<file path="src/rtl/id_ex_reg_if.sv">
// ID/EX boundary bundle: ID-side instruction fields in, EX-side registered copies out.
// master = pipeline control/ID stage driving, slave = the ID/EX register.
`ifndef ID_EX_REG_DEFS
`define ID_EX_REG_DEFS
`define ALUOP_WIDTH    4
`define MEM_MODE_WIDTH 3
`define ALU_ADD        4'd0
`define MEM_BYTE       3'd0
`endif

interface id_ex_reg_if #(
    parameter int DATA_WIDTH     = 32,
    parameter int REG_ADDR_WIDTH = 5,
    parameter int CNT_WIDTH      = 16
);
    logic                       hold;
    logic                       flush;
    logic                       id_valid;
    logic                       bubble_clr;

    logic                       id_alu_src;
    logic [`ALUOP_WIDTH-1:0]    id_alu_op;
    logic                       id_mem_write;
    logic                       id_mem_read;
    logic [`MEM_MODE_WIDTH-1:0] id_mem_mode;
    logic                       id_mem_to_reg;
    logic                       id_reg_write;

    logic [DATA_WIDTH-1:0]      id_pc;
    logic [DATA_WIDTH-1:0]      id_rs1_data;
    logic [DATA_WIDTH-1:0]      id_rs2_data;
    logic [DATA_WIDTH-1:0]      id_imm;
    logic [REG_ADDR_WIDTH-1:0]  id_rs1_addr;
    logic [REG_ADDR_WIDTH-1:0]  id_rs2_addr;
    logic [REG_ADDR_WIDTH-1:0]  id_rd_addr;

    logic                       ex_alu_src;
    logic [`ALUOP_WIDTH-1:0]    ex_alu_op;
    logic                       ex_mem_write;
    logic                       ex_mem_read;
    logic [`MEM_MODE_WIDTH-1:0] ex_mem_mode;
    logic                       ex_mem_to_reg;
    logic                       ex_reg_write;

    logic [DATA_WIDTH-1:0]      ex_pc;
    logic [DATA_WIDTH-1:0]      ex_rs1_data;
    logic [DATA_WIDTH-1:0]      ex_rs2_data;
    logic [DATA_WIDTH-1:0]      ex_imm;
    logic [REG_ADDR_WIDTH-1:0]  ex_rs1_addr;
    logic [REG_ADDR_WIDTH-1:0]  ex_rs2_addr;
    logic [REG_ADDR_WIDTH-1:0]  ex_rd_addr;

    logic                       ex_valid;
    logic [CNT_WIDTH-1:0]       bubble_cnt;

    modport master (
        output hold, flush, id_valid, bubble_clr,
        output id_alu_src, id_alu_op, id_mem_write, id_mem_read, id_mem_mode,
        output id_mem_to_reg, id_reg_write,
        output id_pc, id_rs1_data, id_rs2_data, id_imm,
        output id_rs1_addr, id_rs2_addr, id_rd_addr,
        input  ex_alu_src, ex_alu_op, ex_mem_write, ex_mem_read, ex_mem_mode,
        input  ex_mem_to_reg, ex_reg_write,
        input  ex_pc, ex_rs1_data, ex_rs2_data, ex_imm,
        input  ex_rs1_addr, ex_rs2_addr, ex_rd_addr,
        input  ex_valid, bubble_cnt
    );

    modport slave (
        input  hold, flush, id_valid, bubble_clr,
        input  id_alu_src, id_alu_op, id_mem_write, id_mem_read, id_mem_mode,
        input  id_mem_to_reg, id_reg_write,
        input  id_pc, id_rs1_data, id_rs2_data, id_imm,
        input  id_rs1_addr, id_rs2_addr, id_rd_addr,
        output ex_alu_src, ex_alu_op, ex_mem_write, ex_mem_read, ex_mem_mode,
        output ex_mem_to_reg, ex_reg_write,
        output ex_pc, ex_rs1_data, ex_rs2_data, ex_imm,
        output ex_rs1_addr, ex_rs2_addr, ex_rd_addr,
        output ex_valid, bubble_cnt
    );
endinterface

</file>
<file path="src/rtl/id_ex_reg.sv">
// ID/EX pipeline register with squash, freeze and a saturating bubble counter; latency 1, all outputs flopped.
// Backpressure: hold freezes every register; flush overrides hold and squashes the slot.
module id_ex_reg #(
    parameter int DATA_WIDTH     = 32,
    parameter int REG_ADDR_WIDTH = 5,
    parameter int CNT_WIDTH      = 16
) (
    input  logic         clk,
    input  logic         rst_n,
    id_ex_reg_if.slave   bus
);
    typedef struct packed {
        logic                       alu_src;
        logic [`ALUOP_WIDTH-1:0]    alu_op;
        logic                       mem_write;
        logic                       mem_read;
        logic [`MEM_MODE_WIDTH-1:0] mem_mode;
        logic                       mem_to_reg;
        logic                       reg_write;
    } ctrl_t;

    typedef struct packed {
        logic [DATA_WIDTH-1:0]     pc;
        logic [DATA_WIDTH-1:0]     rs1_data;
        logic [DATA_WIDTH-1:0]     rs2_data;
        logic [DATA_WIDTH-1:0]     imm;
        logic [REG_ADDR_WIDTH-1:0] rs1_addr;
        logic [REG_ADDR_WIDTH-1:0] rs2_addr;
        logic [REG_ADDR_WIDTH-1:0] rd_addr;
    } data_t;

    localparam ctrl_t CTRL_OFF = '{
        alu_src:    1'b0,
        alu_op:     `ALU_ADD,
        mem_write:  1'b0,
        mem_read:   1'b0,
        mem_mode:   `MEM_BYTE,
        mem_to_reg: 1'b0,
        reg_write:  1'b0
    };

    ctrl_t                ctrl_q, ctrl_d, id_ctrl;
    data_t                data_q, data_d, id_data;
    logic                 valid_q, valid_d;
    logic [CNT_WIDTH-1:0] cnt_q, cnt_d;
    logic                 load;
    logic                 bubble;

    always_comb begin
        id_ctrl = '{
            alu_src:    bus.id_alu_src,
            alu_op:     bus.id_alu_op,
            mem_write:  bus.id_mem_write,
            mem_read:   bus.id_mem_read,
            mem_mode:   bus.id_mem_mode,
            mem_to_reg: bus.id_mem_to_reg,
            reg_write:  bus.id_reg_write
        };
        id_data = '{
            pc:       bus.id_pc,
            rs1_data: bus.id_rs1_data,
            rs2_data: bus.id_rs2_data,
            imm:      bus.id_imm,
            rs1_addr: bus.id_rs1_addr,
            rs2_addr: bus.id_rs2_addr,
            rd_addr:  bus.id_rd_addr
        };
    end

    assign load   = !bus.flush && !bus.hold;
    assign bubble = bus.flush || (load && !bus.id_valid);

    always_comb begin
        ctrl_d  = ctrl_q;
        data_d  = data_q;
        valid_d = valid_q;
        if (bus.flush) begin
            // Data fields are left alone on a squash; only control is neutralised.
            ctrl_d  = CTRL_OFF;
            valid_d = 1'b0;
        end else if (load) begin
            valid_d = bus.id_valid;
            data_d  = id_data;
            ctrl_d  = bus.id_valid ? id_ctrl : CTRL_OFF;
            if (bus.id_valid && (id_data.rd_addr == '0)) begin
                ctrl_d.reg_write = 1'b0;
            end
        end
    end

    always_comb begin
        cnt_d = cnt_q;
        if (bus.bubble_clr) begin
            cnt_d = '0;
        end else if (bubble && (cnt_q != '1)) begin
            cnt_d = cnt_q + CNT_WIDTH'(1);
        end
    end

    always_ff @(posedge clk or negedge rst_n) begin
        if (!rst_n) begin
            ctrl_q  <= '0;
            data_q  <= '0;
            valid_q <= 1'b0;
            cnt_q   <= '0;
        end else begin
            ctrl_q  <= ctrl_d;
            data_q  <= data_d;
            valid_q <= valid_d;
            cnt_q   <= cnt_d;
        end
    end

    assign bus.ex_alu_src    = ctrl_q.alu_src;
    assign bus.ex_alu_op     = ctrl_q.alu_op;
    assign bus.ex_mem_write  = ctrl_q.mem_write;
    assign bus.ex_mem_read   = ctrl_q.mem_read;
    assign bus.ex_mem_mode   = ctrl_q.mem_mode;
    assign bus.ex_mem_to_reg = ctrl_q.mem_to_reg;
    assign bus.ex_reg_write  = ctrl_q.reg_write;

    assign bus.ex_pc         = data_q.pc;
    assign bus.ex_rs1_data   = data_q.rs1_data;
    assign bus.ex_rs2_data   = data_q.rs2_data;
    assign bus.ex_imm        = data_q.imm;
    assign bus.ex_rs1_addr   = data_q.rs1_addr;
    assign bus.ex_rs2_addr   = data_q.rs2_addr;
    assign bus.ex_rd_addr    = data_q.rd_addr;

    assign bus.ex_valid      = valid_q;
    assign bus.bubble_cnt    = cnt_q;
endmodule
</file>
<file path="src/flat_wrapper.sv">
// flat-port wrapper written by rule: the top's interface ports become plain ports
module id_ex_reg_flat 
#(
    parameter int DATA_WIDTH     = 32,
    parameter int REG_ADDR_WIDTH = 5,
    parameter int CNT_WIDTH      = 16
)
  (clk, rst_n, bus_hold, bus_flush, bus_id_valid, bus_bubble_clr, bus_id_alu_src, bus_id_alu_op, bus_id_mem_write, bus_id_mem_read, bus_id_mem_mode, bus_id_mem_to_reg, bus_id_reg_write, bus_id_pc, bus_id_rs1_data, bus_id_rs2_data, bus_id_imm, bus_id_rs1_addr, bus_id_rs2_addr, bus_id_rd_addr, bus_ex_alu_src, bus_ex_alu_op, bus_ex_mem_write, bus_ex_mem_read, bus_ex_mem_mode, bus_ex_mem_to_reg, bus_ex_reg_write, bus_ex_pc, bus_ex_rs1_data, bus_ex_rs2_data, bus_ex_imm, bus_ex_rs1_addr, bus_ex_rs2_addr, bus_ex_rd_addr, bus_ex_valid, bus_bubble_cnt);
  id_ex_reg_if #(.DATA_WIDTH(DATA_WIDTH), .REG_ADDR_WIDTH(REG_ADDR_WIDTH), .CNT_WIDTH(CNT_WIDTH)) bus_i ();
  input  logic clk;
  input  logic rst_n;
  input wire logic [$bits(bus_i.hold)-1:0] bus_hold;
  input wire logic [$bits(bus_i.flush)-1:0] bus_flush;
  input wire logic [$bits(bus_i.id_valid)-1:0] bus_id_valid;
  input wire logic [$bits(bus_i.bubble_clr)-1:0] bus_bubble_clr;
  input wire logic [$bits(bus_i.id_alu_src)-1:0] bus_id_alu_src;
  input wire logic [$bits(bus_i.id_alu_op)-1:0] bus_id_alu_op;
  input wire logic [$bits(bus_i.id_mem_write)-1:0] bus_id_mem_write;
  input wire logic [$bits(bus_i.id_mem_read)-1:0] bus_id_mem_read;
  input wire logic [$bits(bus_i.id_mem_mode)-1:0] bus_id_mem_mode;
  input wire logic [$bits(bus_i.id_mem_to_reg)-1:0] bus_id_mem_to_reg;
  input wire logic [$bits(bus_i.id_reg_write)-1:0] bus_id_reg_write;
  input wire logic [$bits(bus_i.id_pc)-1:0] bus_id_pc;
  input wire logic [$bits(bus_i.id_rs1_data)-1:0] bus_id_rs1_data;
  input wire logic [$bits(bus_i.id_rs2_data)-1:0] bus_id_rs2_data;
  input wire logic [$bits(bus_i.id_imm)-1:0] bus_id_imm;
  input wire logic [$bits(bus_i.id_rs1_addr)-1:0] bus_id_rs1_addr;
  input wire logic [$bits(bus_i.id_rs2_addr)-1:0] bus_id_rs2_addr;
  input wire logic [$bits(bus_i.id_rd_addr)-1:0] bus_id_rd_addr;
  output wire logic [$bits(bus_i.ex_alu_src)-1:0] bus_ex_alu_src;
  output wire logic [$bits(bus_i.ex_alu_op)-1:0] bus_ex_alu_op;
  output wire logic [$bits(bus_i.ex_mem_write)-1:0] bus_ex_mem_write;
  output wire logic [$bits(bus_i.ex_mem_read)-1:0] bus_ex_mem_read;
  output wire logic [$bits(bus_i.ex_mem_mode)-1:0] bus_ex_mem_mode;
  output wire logic [$bits(bus_i.ex_mem_to_reg)-1:0] bus_ex_mem_to_reg;
  output wire logic [$bits(bus_i.ex_reg_write)-1:0] bus_ex_reg_write;
  output wire logic [$bits(bus_i.ex_pc)-1:0] bus_ex_pc;
  output wire logic [$bits(bus_i.ex_rs1_data)-1:0] bus_ex_rs1_data;
  output wire logic [$bits(bus_i.ex_rs2_data)-1:0] bus_ex_rs2_data;
  output wire logic [$bits(bus_i.ex_imm)-1:0] bus_ex_imm;
  output wire logic [$bits(bus_i.ex_rs1_addr)-1:0] bus_ex_rs1_addr;
  output wire logic [$bits(bus_i.ex_rs2_addr)-1:0] bus_ex_rs2_addr;
  output wire logic [$bits(bus_i.ex_rd_addr)-1:0] bus_ex_rd_addr;
  output wire logic [$bits(bus_i.ex_valid)-1:0] bus_ex_valid;
  output wire logic [$bits(bus_i.bubble_cnt)-1:0] bus_bubble_cnt;
  assign bus_i.hold = bus_hold;
  assign bus_i.flush = bus_flush;
  assign bus_i.id_valid = bus_id_valid;
  assign bus_i.bubble_clr = bus_bubble_clr;
  assign bus_i.id_alu_src = bus_id_alu_src;
  assign bus_i.id_alu_op = bus_id_alu_op;
  assign bus_i.id_mem_write = bus_id_mem_write;
  assign bus_i.id_mem_read = bus_id_mem_read;
  assign bus_i.id_mem_mode = bus_id_mem_mode;
  assign bus_i.id_mem_to_reg = bus_id_mem_to_reg;
  assign bus_i.id_reg_write = bus_id_reg_write;
  assign bus_i.id_pc = bus_id_pc;
  assign bus_i.id_rs1_data = bus_id_rs1_data;
  assign bus_i.id_rs2_data = bus_id_rs2_data;
  assign bus_i.id_imm = bus_id_imm;
  assign bus_i.id_rs1_addr = bus_id_rs1_addr;
  assign bus_i.id_rs2_addr = bus_id_rs2_addr;
  assign bus_i.id_rd_addr = bus_id_rd_addr;
  assign bus_ex_alu_src = bus_i.ex_alu_src;
  assign bus_ex_alu_op = bus_i.ex_alu_op;
  assign bus_ex_mem_write = bus_i.ex_mem_write;
  assign bus_ex_mem_read = bus_i.ex_mem_read;
  assign bus_ex_mem_mode = bus_i.ex_mem_mode;
  assign bus_ex_mem_to_reg = bus_i.ex_mem_to_reg;
  assign bus_ex_reg_write = bus_i.ex_reg_write;
  assign bus_ex_pc = bus_i.ex_pc;
  assign bus_ex_rs1_data = bus_i.ex_rs1_data;
  assign bus_ex_rs2_data = bus_i.ex_rs2_data;
  assign bus_ex_imm = bus_i.ex_imm;
  assign bus_ex_rs1_addr = bus_i.ex_rs1_addr;
  assign bus_ex_rs2_addr = bus_i.ex_rs2_addr;
  assign bus_ex_rd_addr = bus_i.ex_rd_addr;
  assign bus_ex_valid = bus_i.ex_valid;
  assign bus_bubble_cnt = bus_i.bubble_cnt;
  id_ex_reg #(.DATA_WIDTH(DATA_WIDTH), .REG_ADDR_WIDTH(REG_ADDR_WIDTH), .CNT_WIDTH(CNT_WIDTH)) u_core (.clk(clk), .rst_n(rst_n), .bus(bus_i));
endmodule
</file>
<file path="config.mk">
export PLATFORM = sky130hd
export DESIGN_NAME = id_ex_reg_flat
export DESIGN_NICKNAME = d
export VERILOG_FILES = /design/src/rtl/id_ex_reg_if.sv /design/src/rtl/id_ex_reg.sv /design/src/flat_wrapper.sv
export SDC_FILE = /design/constraint.sdc
export NUM_CORES = 1
export LEC_CHECK = 0
export CAP_MARGIN = 20
export CORE_MARGIN = 3
export CORE_UTILIZATION = 35
export DETAILED_ROUTE_END_ITERATION = 6
export PLACE_DENSITY = 0.8
export SLEW_MARGIN = 20
export SYNTH_ARGS = -nofsm -noshare
export SYNTH_HDL_FRONTEND = slang
export SYNTH_SLANG_ARGS = --single-unit
</file>
<file path="constraint.sdc">
create_clock -name clk -period 2.3 [get_ports clk]
set_input_delay 0.69 -clock clk [delete_from_list [all_inputs] [get_ports clk]]
set_output_delay 0.69 -clock clk [all_outputs]
set_load 0.02 [all_outputs]
</file>
==> flow_metrics.env, run 1 <==
export IMPL_antenna_cells=0
export IMPL_die_y_microns=145.4
export IMPL_post_dp_hpwl_mm=14.56
export IMPL_cp_top_family="buffers and inverters"
export IMPL_io_pins=333
export IMPL_setup_viol=0
export IMPL_drtAntennaViolNets=0
export IMPL_core_area_sq_mm=0.01889
export IMPL_antenna_found_initial=0
export IMPL_async_flop_share_pct=100.0
export IMPL_netlist_area_leader_share_pct=63.31
export IMPL_post_cts_buffers=0
export IMPL_startpoint_type="register"
export IMPL_fp_dieW_microns=145.4
export IMPL_ff2ff_setup_slack_ps=280
export IMPL_leakagePower_nw=4.655
export IMPL_hp_class="in2async"
export IMPL_grt_setup_unrepaired="false"
export IMPL_nFillCells=1566
export IMPL_area_delta_synth_final_pct=66.30
export IMPL_cellPowerDensity_mw_per_mm2=764.2
export IMPL_drc=0
export IMPL_netlist_area_sq_mm=0.006799
export IMPL_grt_pass1_vias=5787
export IMPL_critPathMaxStageDelay_ps=690
export IMPL_initial_core_util_pct=35.99
export IMPL_avgRoutedWirePerCell_microns=17.12
export IMPL_end_kind="output port"
export IMPL_max_cap_viol_count=0
export IMPL_die_area_sq_mm=0.02113
export IMPL_wl_mm=19.02
export IMPL_fin_util_pct=59.85
export IMPL_synthTopCellsByCount="172 x dfrtp_1, 145 x mux2_2, 29 x nor2_1"
export IMPL_clk_path_buf_depth=2
export IMPL_seq_area_frac_synth_pct=63.31
export IMPL_path_cells="clkdlybuf4s50_1"
export IMPL_cts_tree="built"
export IMPL_fin_crit_ps=2251
export IMPL_yosysMostFrequentCell="dfrtp_1"
export IMPL_clock_root_buffer="clkbuf_16"
export IMPL_ys_types=33
export IMPL_crit_required_ps=1610
export IMPL_grt_overflow=0
export IMPL_ys_ff_latch=172
export IMPL_track_usage_pct=18.18
export IMPL_slew_violations=0
export IMPL_rows=50
export IMPL_vias_per_cell=4.700
export IMPL_hold_slack_ps=239.4
export IMPL_multiInputGateArea_sq_mm=0.002359
export IMPL_cts_made_buffers=17
export IMPL_synth_fp_nets=634
export IMPL_tightestPinTransition_ps=553.2
export IMPL_synth_area_leaders="dfrtp_1 63%, mux2_2 24%, a21oi_1 1.8%"
export IMPL_syn_avg_cell_area_sq_um=14.40
export IMPL_crit_arrival_ps=1560
export IMPL_io_buffers=332
export IMPL_ctsHtreeMaxLevel=4
export IMPL_worstSetupPathType="reg2out"
export IMPL_synth_largest_area_cell="dfrtp_1"
export IMPL_slew_limit_headroom_pct=63.12
export IMPL_fmax_mhz=444.2
export IMPL_cp_max_fo=6
export IMPL_clkTransAtPathRegs_ps=70
export IMPL_run_status="completed"
export IMPL_firstDrtPassIters=4
export IMPL_period_share_pct=97.88
export IMPL_grt_pass1_wl_mm=30.90
export IMPL_drt_iter0_markers=189
export IMPL_fin_skew_ps=6.616
export IMPL_drive_gt1_share_pct=26.44
export IMPL_gp_congestion=0.8029
export IMPL_finalHoldViolCount=0
export IMPL_synth_yosys_warnings=0
export IMPL_insertion_delay_ps=420
export IMPL_grt_start_max_net_pins=55
export IMPL_cts_sinks=172
export IMPL_cp_buffers_inverters=1
export IMPL_synthFlopType="dfrtp_1"
export IMPL_slowest_stage="clkdlybuf4s50_1"
export IMPL_vdd_drop_max_v=0.0004643
export IMPL_layout_nets=1000
export IMPL_synth_edf_count=0
export IMPL_vias=5222
export IMPL_synth_cells=472
export IMPL_seqCellArea_sq_mm=0.004304
[cells in the final DEF (no fill, tap or decap), drive strengths merged, types with 7 or more instances in the layout]
cell type / count
clkdlybuf4s50: 330
a21oi: 25
nand2: 17
inv: 11
clkbuf: 18
buf: 41
dfrtp: 172
or4: 7
nor2: 29
o31ai: 9
mux2: 145
[path summary, 6_finish.rpt]
kind                                                     endpoint  depth (start not counted)                            startpoint
max in group asynchronous  u_core.bus.ex_rs1_data[25]$_DFFE_PN0P_                          2                                 rst_n
min in group clk                  u_core.bus.ex_pc[4]$_DFFE_PN0P_                          1       u_core.bus.ex_pc[4]$_DFFE_PN0P_
min reg2reg                       u_core.bus.ex_pc[4]$_DFFE_PN0P_                          1       u_core.bus.ex_pc[4]$_DFFE_PN0P_
min                         u_core.bus.bubble_cnt[15]$_DFFE_PN0P_                          1                                 rst_n
max reg2reg                 u_core.bus.bubble_cnt[12]$_DFFE_PN0P_                          5  u_core.bus.bubble_cnt[0]$_DFFE_PN0P_
max                                             bus_bubble_cnt[3]                          1  u_core.bus.bubble_cnt[3]$_DFFE_PN0P_
[cell type report]
cell class                      count  area share, %
Clock buffer                       18          3.884
Clock inverter                     14          1.140
Inverter                            3        0.09959
Multi-Input combinational cell    272          20.86
Sequential cell                   172          38.07
Tap cell                          260          2.877
Timing Repair Buffer              372          33.08
[power breakdown]
| part | internal (mW) | switching [mW] |
|---|---|---|
| clock network | 1.46 | 1.34 |
| logic | 1.25 | 0.976 |
| registers | 3.41 | 0.200 |
| total | 6.12 | 2.52 |
[logic make-up (layout without fill, tap and decap cells)]
logic type | after synthesis | after routing | synth area share, %
fa+ha+maj | 1 | 1 | 0.1840
compound gates | 43 | 43 | 3.791
simple gates | 83 | 83 | 6.588
mux | 145 | 145 | 24.02
flops | 172 | 172 | 63.31
buf+inv | 28 | 407 | 2.116
[metrics by stage]
stage               setup slack, ps  TNS (ps)  cells  cell area (sq um)  power [mW]
finish                        48.70         0   1111              11310       8.641
global route                  1.909         0   1111              11310       9.043
CTS                           17.45         0   1111              11300       8.760
detailed placement           -71.58     -1134   1079              10740       5.920
global placement             -23.49    -412.3   1079              10740       5.873
floorplan                     316.8         0    472               6799       4.587
[layer usage]
| metal | global-route usage (%) | vias up | part of all wire (%) |
|---|---|---|---|
| li1 | - | 2421 | - |
| met1 | 20.08 | 2533 | 38 |
| met2 | 31.67 | 237 | 50 |
| met3 | 7.443 | 31 | 9.8 |
| met4 | 6.553 | 0 | 2.4 |
| met5 | 0 | - | 0 |
[timing repair]
item                                    in CTS  in global routing
endpoints found under the setup margin       0                  1
gates resized for setup                      0                  1
hold buffers                                 0                  0
No activity file was read; power rests on OpenSTA's default activity.
==> run 2, diff against run 1 <==
Settings changed: SLEW_MARGIN 20 to unset.
==> results of run 2 <==
Same layout as run 1: the final DEF is identical, and so are final timing and power.
